File: src/rtl/spi_reg_pkg.sv
// Shared constants for the SPI configuration responder: opcodes, register map,
// reset values and the frame-decoder state encoding.
package spi_reg_pkg;

  localparam int unsigned BYTE_W  = 8;
  localparam int unsigned COEF_W  = 16;
  localparam int unsigned SDM_W   = 15;
  localparam int unsigned BITCNT_W = 3;

  localparam logic [BYTE_W-1:0] CMD_RD       = 8'hC1;
  localparam logic [BYTE_W-1:0] CMD_RD_BURST = 8'hC5;
  localparam logic [BYTE_W-1:0] CMD_WR       = 8'hC2;
  localparam logic [BYTE_W-1:0] CMD_WR_BURST = 8'hCA;

  localparam logic [BYTE_W-1:0] ADDR_SCRATCH = 8'd0;
  localparam logic [BYTE_W-1:0] ADDR_CTRL    = 8'd1;
  localparam logic [BYTE_W-1:0] ADDR_A2_LO   = 8'd2;
  localparam logic [BYTE_W-1:0] ADDR_A2_HI   = 8'd3;
  localparam logic [BYTE_W-1:0] ADDR_A3_LO   = 8'd4;
  localparam logic [BYTE_W-1:0] ADDR_A3_HI   = 8'd5;
  localparam logic [BYTE_W-1:0] ADDR_B1_LO   = 8'd6;
  localparam logic [BYTE_W-1:0] ADDR_B1_HI   = 8'd7;
  localparam logic [BYTE_W-1:0] ADDR_B2_LO   = 8'd8;
  localparam logic [BYTE_W-1:0] ADDR_B2_HI   = 8'd9;
  localparam logic [BYTE_W-1:0] ADDR_SDM_LO  = 8'd10;
  localparam logic [BYTE_W-1:0] ADDR_SDM_HI  = 8'd11;
  localparam logic [BYTE_W-1:0] ADDR_SNAP_LO = 8'd12;
  localparam logic [BYTE_W-1:0] ADDR_SNAP_HI = 8'd13;

  localparam logic [COEF_W-1:0] A2_RST = 16'h7CBE;  //  31934
  localparam logic [COEF_W-1:0] A3_RST = 16'hC340;  // -15552
  localparam logic [COEF_W-1:0] B1_RST = 16'h063A;  //   1594
  localparam logic [COEF_W-1:0] B2_RST = 16'hF9CD;  //  -1587

  typedef enum logic [2:0] {
    ST_IDLE,
    ST_CMD,
    ST_ADDR,
    ST_DATA,
    ST_IGNORE
  } spi_state_e;

  function automatic logic cmd_valid(input logic [BYTE_W-1:0] cmd);
    return (cmd == CMD_RD) || (cmd == CMD_RD_BURST) ||
           (cmd == CMD_WR) || (cmd == CMD_WR_BURST);
  endfunction

endpackage

File: src/rtl/spi_reg_slave_if.sv
// SPI pin bundle between the host initiator and the register responder.
interface spi_reg_slave_if;
  logic csn;
  logic sclk;
  logic mosi;
  logic miso;

  modport master (output csn, output sclk, output mosi, input miso);
  modport slave  (input csn, input sclk, input mosi, output miso);
endinterface

File: src/rtl/spi_sync_edge.sv
// Multi-stage synchronizer for an asynchronous pin with registered rise/fall pulses.
module spi_sync_edge #(
  parameter int unsigned STAGES = 2
) (
  input  logic sys_clk,
  input  logic por_rstn,
  input  logic din,
  output logic rise,
  output logic fall
);

  logic [STAGES-1:0] sync_q;
  logic              prev_q;

  // Edges appear STAGES+1 cycles after the pin toggles.
  always_ff @(posedge sys_clk or negedge por_rstn) begin
    if (!por_rstn) begin
      sync_q <= '0;
      prev_q <= 1'b0;
      rise   <= 1'b0;
      fall   <= 1'b0;
    end else begin
      sync_q <= STAGES'({sync_q, din});
      prev_q <= sync_q[STAGES-1];
      rise   <= sync_q[STAGES-1] & ~prev_q;
      fall   <= ~sync_q[STAGES-1] & prev_q;
    end
  end

endmodule

File: src/rtl/spi_reg_slave.sv
// SPI mode-0 responder with the digital loop filter configuration register bank
// and a coherent dlf_out snapshot.
module spi_reg_slave
  import spi_reg_pkg::*;
#(
  parameter int unsigned REGCOUNT    = 14,
  parameter int unsigned SYNC_STAGES = 2
) (
  input  logic                     sys_clk,
  input  logic                     por_rstn,
  spi_reg_slave_if.slave           spi,
  input  logic [COEF_W-1:0]        dlf_out,
  output logic signed [COEF_W-1:0] dlf_a2,
  output logic signed [COEF_W-1:0] dlf_a3,
  output logic signed [COEF_W-1:0] dlf_b1,
  output logic signed [COEF_W-1:0] dlf_b2,
  output logic                     dlf_en,
  output logic                     enable_digclk,
  output logic                     digrf_rstn,
  output logic [SDM_W-1:0]         dlf_sdm_nc_in
);

  logic sclk_rise, sclk_fall, csn_rise, csn_fall;
  logic [SYNC_STAGES-1:0] mosi_q;
  logic mosi_s;

  spi_sync_edge #(.STAGES(SYNC_STAGES)) u_sclk_sync (
    .sys_clk (sys_clk),
    .por_rstn(por_rstn),
    .din     (spi.sclk),
    .rise    (sclk_rise),
    .fall    (sclk_fall)
  );

  spi_sync_edge #(.STAGES(SYNC_STAGES)) u_csn_sync (
    .sys_clk (sys_clk),
    .por_rstn(por_rstn),
    .din     (spi.csn),
    .rise    (csn_rise),
    .fall    (csn_fall)
  );

  always_ff @(posedge sys_clk or negedge por_rstn) begin
    if (!por_rstn) mosi_q <= '0;
    else           mosi_q <= SYNC_STAGES'({mosi_q, spi.mosi});
  end
  assign mosi_s = mosi_q[SYNC_STAGES-1];

  spi_state_e          state;
  logic [BITCNT_W-1:0] bit_cnt;
  logic [BYTE_W-2:0]   shift_q;
  logic [BYTE_W-1:0]   cmd_q;
  logic [BYTE_W-1:0]   addr_q;
  logic [BYTE_W-1:0]   tx_q;
  logic                miso_q;
  logic [BYTE_W-1:0]   scratch_q;
  logic [BYTE_W-1:0]   stage_q;
  // Low snapshot byte is returned in the cycle it is captured; only the high half is held.
  logic [BYTE_W-1:0]   shadow_hi_q;

  logic [BYTE_W-1:0] byte_c, next_addr_c, rd_addr_c, rd_data_c;
  logic byte_done_c, is_read_c, is_burst_c, load_c, wr_c;

  assign byte_c      = {shift_q, mosi_s};
  assign byte_done_c = sclk_rise && !csn_rise && (bit_cnt == BITCNT_W'(7)) &&
                       (state inside {ST_CMD, ST_ADDR, ST_DATA});
  assign is_read_c   = (cmd_q == CMD_RD) || (cmd_q == CMD_RD_BURST);
  assign is_burst_c  = (cmd_q == CMD_RD_BURST) || (cmd_q == CMD_WR_BURST);
  assign next_addr_c = (32'(addr_q) == REGCOUNT - 1) ? '0 : addr_q + 8'd1;
  assign rd_addr_c   = (state == ST_ADDR) ? byte_c : next_addr_c;
  assign load_c      = byte_done_c && is_read_c &&
                       ((state == ST_ADDR) || ((state == ST_DATA) && is_burst_c));
  assign wr_c        = byte_done_c && !is_read_c && (state == ST_DATA);

  always_comb begin
    rd_data_c = '0;
    if (32'(rd_addr_c) < REGCOUNT) begin
      case (rd_addr_c)
        ADDR_SCRATCH: rd_data_c = scratch_q;
        ADDR_CTRL:    rd_data_c = {5'b0, digrf_rstn, enable_digclk, dlf_en};
        ADDR_A2_LO:   rd_data_c = dlf_a2[7:0];
        ADDR_A2_HI:   rd_data_c = dlf_a2[15:8];
        ADDR_A3_LO:   rd_data_c = dlf_a3[7:0];
        ADDR_A3_HI:   rd_data_c = dlf_a3[15:8];
        ADDR_B1_LO:   rd_data_c = dlf_b1[7:0];
        ADDR_B1_HI:   rd_data_c = dlf_b1[15:8];
        ADDR_B2_LO:   rd_data_c = dlf_b2[7:0];
        ADDR_B2_HI:   rd_data_c = dlf_b2[15:8];
        ADDR_SDM_LO:  rd_data_c = dlf_sdm_nc_in[7:0];
        ADDR_SDM_HI:  rd_data_c = {1'b0, dlf_sdm_nc_in[14:8]};
        ADDR_SNAP_LO: rd_data_c = dlf_out[7:0];
        ADDR_SNAP_HI: rd_data_c = shadow_hi_q;
        default:      rd_data_c = '0;
      endcase
    end
  end

  // Frame decoder: csn rise wins over any coincident sclk edge.
  always_ff @(posedge sys_clk or negedge por_rstn) begin
    if (!por_rstn) begin
      state   <= ST_IDLE;
      bit_cnt <= '0;
      shift_q <= '0;
      cmd_q   <= '0;
      addr_q  <= '0;
      tx_q    <= '0;
      miso_q  <= 1'b0;
    end else if (csn_rise) begin
      state   <= ST_IDLE;
      bit_cnt <= '0;
      miso_q  <= 1'b0;
    end else if (csn_fall) begin
      state   <= ST_CMD;
      bit_cnt <= '0;
      miso_q  <= 1'b0;
    end else begin
      if (sclk_rise && (state inside {ST_CMD, ST_ADDR, ST_DATA})) begin
        shift_q <= byte_c[BYTE_W-2:0];
        bit_cnt <= bit_cnt + BITCNT_W'(1);
        if (byte_done_c) begin
          case (state)
            ST_CMD: begin
              cmd_q <= byte_c;
              state <= cmd_valid(byte_c) ? ST_ADDR : ST_IGNORE;
            end
            ST_ADDR: begin
              addr_q <= byte_c;
              state  <= ST_DATA;
            end
            ST_DATA: begin
              addr_q <= next_addr_c;
              if (!is_burst_c) state <= ST_IGNORE;
            end
            default: ;
          endcase
        end
      end
      if (load_c) tx_q <= rd_data_c;
      if (sclk_fall) begin
        if ((state == ST_DATA) && is_read_c) begin
          miso_q <= tx_q[BYTE_W-1];
          tx_q   <= {tx_q[BYTE_W-2:0], 1'b0};
        end else begin
          miso_q <= 1'b0;
        end
      end
    end
  end

  assign spi.miso = miso_q;

  // Register bank: 16-bit pairs commit on the high-byte write from the staged low byte.
  always_ff @(posedge sys_clk or negedge por_rstn) begin
    if (!por_rstn) begin
      scratch_q     <= '0;
      stage_q       <= '0;
      shadow_hi_q   <= '0;
      dlf_en        <= 1'b0;
      enable_digclk <= 1'b0;
      digrf_rstn    <= 1'b0;
      dlf_a2        <= A2_RST;
      dlf_a3        <= A3_RST;
      dlf_b1        <= B1_RST;
      dlf_b2        <= B2_RST;
      dlf_sdm_nc_in <= '0;
    end else begin
      if (load_c && (rd_addr_c == ADDR_SNAP_LO)) shadow_hi_q <= dlf_out[15:8];
      if (wr_c && (32'(addr_q) < REGCOUNT)) begin
        case (addr_q)
          ADDR_SCRATCH: scratch_q <= byte_c;
          ADDR_CTRL: begin
            dlf_en        <= byte_c[0];
            enable_digclk <= byte_c[1];
            digrf_rstn    <= byte_c[2];
          end
          ADDR_A2_LO, ADDR_A3_LO, ADDR_B1_LO, ADDR_B2_LO, ADDR_SDM_LO: stage_q <= byte_c;
          ADDR_A2_HI:  dlf_a2 <= {byte_c, stage_q};
          ADDR_A3_HI:  dlf_a3 <= {byte_c, stage_q};
          ADDR_B1_HI:  dlf_b1 <= {byte_c, stage_q};
          ADDR_B2_HI:  dlf_b2 <= {byte_c, stage_q};
          ADDR_SDM_HI: dlf_sdm_nc_in <= {byte_c[6:0], stage_q};
          default: ;
        endcase
      end
    end
  end

endmodule

File: src/flat_wrapper.sv
// flat-port wrapper written by rule: the top's interface ports become plain ports
module spi_reg_slave_flat import spi_reg_pkg::*;
#(
  parameter int unsigned REGCOUNT    = 14,
  parameter int unsigned SYNC_STAGES = 2
)
  (sys_clk, por_rstn, dlf_out, dlf_a2, dlf_a3, dlf_b1, dlf_b2, dlf_en, enable_digclk, digrf_rstn, dlf_sdm_nc_in, spi_csn, spi_sclk, spi_mosi, spi_miso);
  spi_reg_slave_if spi_i ();
  input  logic sys_clk;
  input  logic por_rstn;
  input  logic [COEF_W-1:0] dlf_out;
  output logic signed [COEF_W-1:0] dlf_a2;
  output logic signed [COEF_W-1:0] dlf_a3;
  output logic signed [COEF_W-1:0] dlf_b1;
  output logic signed [COEF_W-1:0] dlf_b2;
  output logic dlf_en;
  output logic enable_digclk;
  output logic digrf_rstn;
  output logic [SDM_W-1:0] dlf_sdm_nc_in;
  input wire logic [$bits(spi_i.csn)-1:0] spi_csn;
  input wire logic [$bits(spi_i.sclk)-1:0] spi_sclk;
  input wire logic [$bits(spi_i.mosi)-1:0] spi_mosi;
  output wire logic [$bits(spi_i.miso)-1:0] spi_miso;
  assign spi_i.csn = spi_csn;
  assign spi_i.sclk = spi_sclk;
  assign spi_i.mosi = spi_mosi;
  assign spi_miso = spi_i.miso;
  spi_reg_slave #(.REGCOUNT(REGCOUNT), .SYNC_STAGES(SYNC_STAGES)) u_core (.sys_clk(sys_clk), .por_rstn(por_rstn), .spi(spi_i), .dlf_out(dlf_out), .dlf_a2(dlf_a2), .dlf_a3(dlf_a3), .dlf_b1(dlf_b1), .dlf_b2(dlf_b2), .dlf_en(dlf_en), .enable_digclk(enable_digclk), .digrf_rstn(digrf_rstn), .dlf_sdm_nc_in(dlf_sdm_nc_in));
endmodule
File: config.mk
export PLATFORM = sky130hd
export DESIGN_NAME = spi_reg_slave_flat
export DESIGN_NICKNAME = d
export VERILOG_FILES = /design/src/rtl/spi_reg_pkg.sv /design/src/rtl/spi_reg_slave_if.sv /design/src/rtl/spi_sync_edge.sv /design/src/rtl/spi_reg_slave.sv /design/src/flat_wrapper.sv
export SDC_FILE = /design/constraint.sdc
export NUM_CORES = 1
export LEC_CHECK = 0
export CAP_MARGIN = 20
export CORE_UTILIZATION = 55
export CTS_CLUSTER_SIZE = 25
export DETAILED_ROUTE_END_ITERATION = 8
export PLACE_DENSITY = 0.8
export SYNTH_ARGS = -nofsm -noshare
export SYNTH_HDL_FRONTEND = slang
export SYNTH_SLANG_ARGS = --single-unit
File: constraint.sdc
create_clock -name sys_clk -period 3.62 [get_ports sys_clk]
set_input_delay 0.724 -clock sys_clk [delete_from_list [all_inputs] [get_ports sys_clk]]
set_output_delay 0.724 -clock sys_clk [all_outputs]
set_load 0.05 [all_outputs]
**Yosys cells after proc, flatten, opt, wreduce, memory -nomap -nowiden**

Index checks and enable logic that the tools add are counted.

- Order comparisons: 2
- $mul: 0
- Add/subtract/negate cells: 2
- Divide/modulo/power cells: 0
- Shifts and indexed selects: 0
- Eq/ne operators: 37
- Reduce and logical (&&, ||, !) cells: 42
- Multiplexer cells: 22
- Bitwise logic cells: 10

Operator list:

| cell | count |
|---|---|
| one-hot mux 8 bit (14 select lines) | 1 |
| equality test 8 x 4 -> 1 bit, second input constant | 11 |
| equality test 8 x 3 -> 1 bit, second input constant | 8 |
| equality test 8 bit, second input constant | 7 |
| 2-to-1 mux 8 bit | 6 |
| equality test 8 x 2 -> 1 bit, second input constant | 4 |
| 2-to-1 mux 3 bit | 9 |
| AND reduction 2 bit | 9 |
| equality test 8 x 1 -> 1 bit, second input constant | 2 |
| logical NOT 8 bit | 2 |
| < comparator 8 x 4 -> 1 bit, second input constant | 2 |
| one-hot mux 8 bit (2 select lines) | 1 |
| logical AND 1 bit | 12 |
| nonzero test 3 bit | 4 |
| AND reduction 5 bit | 2 |
| one-hot mux 3 bit (3 select lines) | 1 |
| adder 8 x 1 -> 8 bit, second input constant | 1 |
| equality test 3 x 2 -> 1 bit, second input constant | 2 |
| logical OR 1 bit | 6 |
| NOT 1 bit | 6 |
| nonzero test 5 bit | 1 |
| OR reduction 5 bit | 1 |
| AND 1 bit | 4 |
| 2-to-1 mux 1 bit | 4 |
| 8 further kinds | 9 |

- Memories: 0
- Bits in latches: 0
- Register bits after elaboration: 156
- Word-level logic and storage cells: 142
- Memory bits (read-only): 0
- RAM bits: 0
- Input bits: 21
- Output and inout bits: 83

**Longest topological paths before layout**

- Depth after elaboration: 10
- Gate-level depth with buffers: 12
- Gate-level depth less buffers: 10

**Modules after synthesis**

From an unflattened synthesis, not the netlist that was laid out.

- Cell total of the unflattened synthesis: 631
- Area, all modules: 7658.6 um2

By module, submodules not included:

| module | cells each | seq. area each (um2) | instances | area each (um2) |
|---|---|---|---|---|
| spi_reg_slave | 617 | 3694.8 | 1 | 7378.3 |
| spi_sync_edge | 7 | 125.1 | 2 | 140.1 |

**Least setup slack after synthesis**

No wires, ideal clock.

- Kind: reg-to-reg
- Start: register u_core.addr_q[1]
- End: register u_core.shadow_hi_q[0]
- Data arrival time: 2.658 ns
- Path slack: 0.837 ns
- Buffers on the path: 1
- Period minus slack after synthesis: 2.783 ns
- Data required time: 3.495 ns
- Stages on the path, launching flop included: 11
- Library setup time: 0.125 ns
- Path through: dfrtp_1 -> clkbuf_1 -> inv_1 -> ha_1 -> and3_1 -> a211oi_1 -> o2bb2ai_1 -> nor2b_1 -> nand2_1 -> nor2_4 -> mux2_2

- Longest elaborated chain between the ends: 5
- Elaborated cells between the ends (all ways): 6
- Those cells by class: add/sub (1); eq/ne (2); mux (2); reduce/logical (1)

RTL lines:

| item | line | RTL |
|---|---|---|
| start: declaration | spi_reg_slave.sv:53 | `logic [BYTE_W-1:0] addr_q;` |
| start signal: assignment | spi_reg_slave.sv:127 | `addr_q <= byte_c;` |
| start signal: assignment | spi_reg_slave.sv:131 | `addr_q <= next_addr_c;` |
| adder 8 x 1 -> 8 bit or equality test 8 x 4 -> 1 bit (tied branches) | spi_reg_slave.sv:69 | `assign next_addr_c = (32'(addr_q) == REGCOUNT - 1) ? '0 : addr_q + 8'd1;` |
| 2-to-1 mux 8 bit (*) | spi_reg_slave.sv:69 |  |
| 2-to-1 mux 8 bit (*) | spi_reg_slave.sv:70 | `assign rd_addr_c = (state == ST_ADDR) ? byte_c : next_addr_c;` |
| equality test 8 x 4 -> 1 bit (*) | spi_reg_slave.sv:167 | `if (load_c && (rd_addr_c == ADDR_SNAP_LO)) shadow_hi_q <= dlf_out[15:8];` |
| logical AND 1 bit (*) | spi_reg_slave.sv:167 |  |
| end signal: assignment | spi_reg_slave.sv:167 |  |
| end: declaration | spi_reg_slave.sv:59 | `logic [BYTE_W-1:0] shadow_hi_q;` |

Every way passes the cells marked *; elsewhere a longest branch is shown, timed or not.
A chain may end at the register's enable or synchronous reset.

**Worst setup path in the final report**

- Start: register u_core.addr_q[0]
- End: register u_core.shadow_hi_q[3]

The elaborated chain is that of the path after synthesis.

==> reports/qor.csv <==
stage,metric,value,unit
routing,DRC Markers,0,
synth,most frequently used cell type in the post-synthesis netlist,dfrtp_1,
synth,"Async S/R FF share, synth",1.00,
setup_path,reg2reg start,u_core.addr_q[0],
setup_path,Critical R2R Capture,u_core.shadow_hi_q[3],
grt,total gr overflow,0,
cts,CTS Root Cell,clkbuf_16,
synth,Syn Inst Count,643,
grt,vias in the first global route,5951,
setup_path,crit end category,register,
cts,Max Root-Sink Buffers,2,
finish,Antenna Cells,0,
grt,Total GRT Usage,0.316,
sta,setup_tns,0,ps
sta,slew at the pin with the worst max-slew slack,856,ps
synth,Synth Register Bits,156,
sta,slew margin rel.,0.428,
cts,clock sink count,156,
power_and_ir_drop,Power Total,3940,uW
flow_run,max_cap viols,0,
synth,post-synth top area cell,dfrtp_1,
sta,Final min period,3210,ps
setup_path,WS Path Type,reg2reg,
synth,Mean Syn Cell Area,11.8,um^2
min_path,HP Class,in2async,
setup_path,CP Data Arrival Time,3530,ps
cts,CTS Buf Count,17,
place,IO Port Bufs,103,
sta,crit share post-route,0.888,
synth,post-synthesis sequential area ratio,0.521,
cts,register clock-pin slew on the reported worst setup and hold paths,70,ps
sta,Fin Clk Skew,7.91,ps
cts,H-tree Lvls,4,
sta,RSZ-0062 raised after global routing,no,
floorplan,Die X,119,um
cts,cts hold-fix bufs,0,
synth,Area contributors post-synth,"dfrtp_1 (41%), mux2_2 (14%), dfstp_2 (11%)",
setup_path,R2R Setup Slk,410,ps
power_and_ir_drop,Power Density,418,nW/um^2
setup_path,peak fanout along the critical path,13,
routing,Vias,5939,
routing,routed wire length,21400,um
finish,share of layout cells above drive strength 1,0.269,
grt,first-pass GRT wire length,33800,um
routing,1st-iter DRT viols,588,
synth,Post-Syn Nets,670,
synth,Yosys top cell area share,0.406,
grt,largest net degree at the start of global routing,71,
sta,max-slew violations,0,
floorplan,# rows,42,
floorplan,initial core utilization,0.568,
synth,total number of yosys warnings,0,
place,DPL Wire Length,14700,um
power_and_ir_drop,VDD IR max,0.341,mV
cts,CTS tree,yes,
finish,net count reported at finish,771,
synth,Synth top cells by count,"dfrtp_1 (123), mux2_2 (93), nand2_1 (53)",
routing,Vias per Instance,6.37,
sta,count of final setup violators,0,
place,gp weighted congestion,0.938,
synth,top_reg_cell synth,dfrtp_1,
setup_path,Worst Path Required,3930,ps
floorplan,die area,14300,um^2
cts,"Setup Fix Bufs, Post-CTS",0,
sta,Fmax,311,MHz
sta,final hold violation count,0,
floorplan,core area,13300,um^2
power_and_ir_drop,total leakage power,0.00408,uW
status,status,"complete, no violations",
setup_path,Reg2Reg Depth,8,
floorplan,die height,119,um
floorplan,I/O pin cnt,104,
synth,"Cell Area, Synth",7580,um^2
grt,initial antenna violation count,0,
finish,Syn-to-layout area delta,24.3,%
routing,DR WL/cell,22.9,um
routing,Detailed Routing Iterations Pass 1,9,
cts,clk_lat worst skew,430,ps
cts,post-CTS sizing,0,
synth,number of synthesized flops with an enable pin,0,
routing,Post-DRT Antenna Nets,0,
synth,post-synth cell types,67,
setup_path,Worst setup SP type,register,
[worst max-delay path by stage]
stage	startpoint	endpoint	slack [ps]	cells after the start
after floorplan	u_core.addr_q[1]	u_core.shadow_hi_q[0]	840	10
after global placement	u_core.addr_q[0]	u_core.shadow_hi_q[4]	630	8
after detailed placement	u_core.addr_q[0]	u_core.shadow_hi_q[4]	500	8
after CTS	u_core.addr_q[0]	u_core.shadow_hi_q[3]	470	8
after global routing	u_core.addr_q[0]	u_core.tx_q[3]	190	9
final	u_core.addr_q[0]	u_core.shadow_hi_q[3]	410	8
[power by group]
part / leakage [uW] / internal (uW) / switching (uW)
Clock: 0.000305 / 1110 / 784
Combinational: 0.00179 / 69.1 / 107
Sequential: 0.00199 / 1770 / 92.7
[sequential cells by signal (all words and copies together), names as in the netlist, 2 cells and up]
register and cells:
u_core.dlf_a2 16, u_core.dlf_a3 16, u_core.dlf_b1 16, u_core.dlf_b2 16, u_core.dlf_sdm_nc_in 15, u_core.addr_q 8
u_core.cmd_q 8, u_core.scratch_q 8, u_core.shadow_hi_q 8, u_core.stage_q 8, u_core.tx_q 8, u_core.shift_q 7
u_core.bit_cnt 3, u_core.state 3, u_core.mosi_q 2, u_core.u_csn_sync.sync_q 2, u_core.u_sclk_sync.sync_q 2
[metal layers]
metal,GRT usage,up-vias,part of all wire
li1,-,2605,-
met1,0.455,3003,0.44
met2,0.461,293,0.45
met3,0.0656,38,0.079
met4,0.137,0,0.025
met5,0,-,0
[critical path, cell delays in order, from the launching register on]
cell and delay (ps):
dfrtp_1 590, ha_1 510, xnor2_1 150, a211oi_1 410, o2bb2ai_1 190, nor2b_1 300, nand2_1 270, nor2_4 300
mux2_2 380
[logic make-up after synthesis]
kind of cell,synth area share
adder cells (fa/ha/maj),0.00991
AND/OR/NAND/NOR,0.109
buffers and inverters,0.0254
flip-flops,0.521
XOR/XNOR,0.00693
multiplexers,0.186
AO/OA/AOI/OAI,0.142
[stage by stage]
| stage | setup slack, ps | util | area (um^2) | cells | hold slack (ps) |
|---|---|---|---|---|---|
| after floorplan | 837 | - | 7580 | 643 | 331 |
| after global placement | 628 | 0.659 | 8800 | 901 | 333 |
| after detailed placement | 497 | 0.659 | 8800 | 901 | 335 |
| after CTS | 468 | 0.706 | 9420 | 933 | 325 |
| after global routing | 191 | 0.706 | 9420 | 933 | 358 |
| final | 406 | 0.706 | 9420 | 933 | 300 |
[final cells by class]
class	instances	area [um^2]
tap	176	220
multi-input combinational	445	3450
clock inverter	15	198
sequential	156	3950
inverter	5	18.8
fill	947	3930
timing repair buffer	119	1160
clock buffer	17	425
[layout by cell type, fill, tap and decap left out, types with 8 or more instances in the layout]
master	n
clkbuf_16	17
nand3_1	12
mux2_2	93
mux2i_1	9
dfstp_2	33
nor2_1	35
mux2_4	12
buf_4	15
o21ai_0	34
clkdlybuf4s50_1	102
a22oi_1	15
a31oi_1	11
a21oi_1	31
nand2_1	53
a222oi_1	10
mux2_1	8
a221oi_1	17
nor2b_1	11
dfrtp_1	123
No activity file was read; power rests on OpenSTA's default activity.
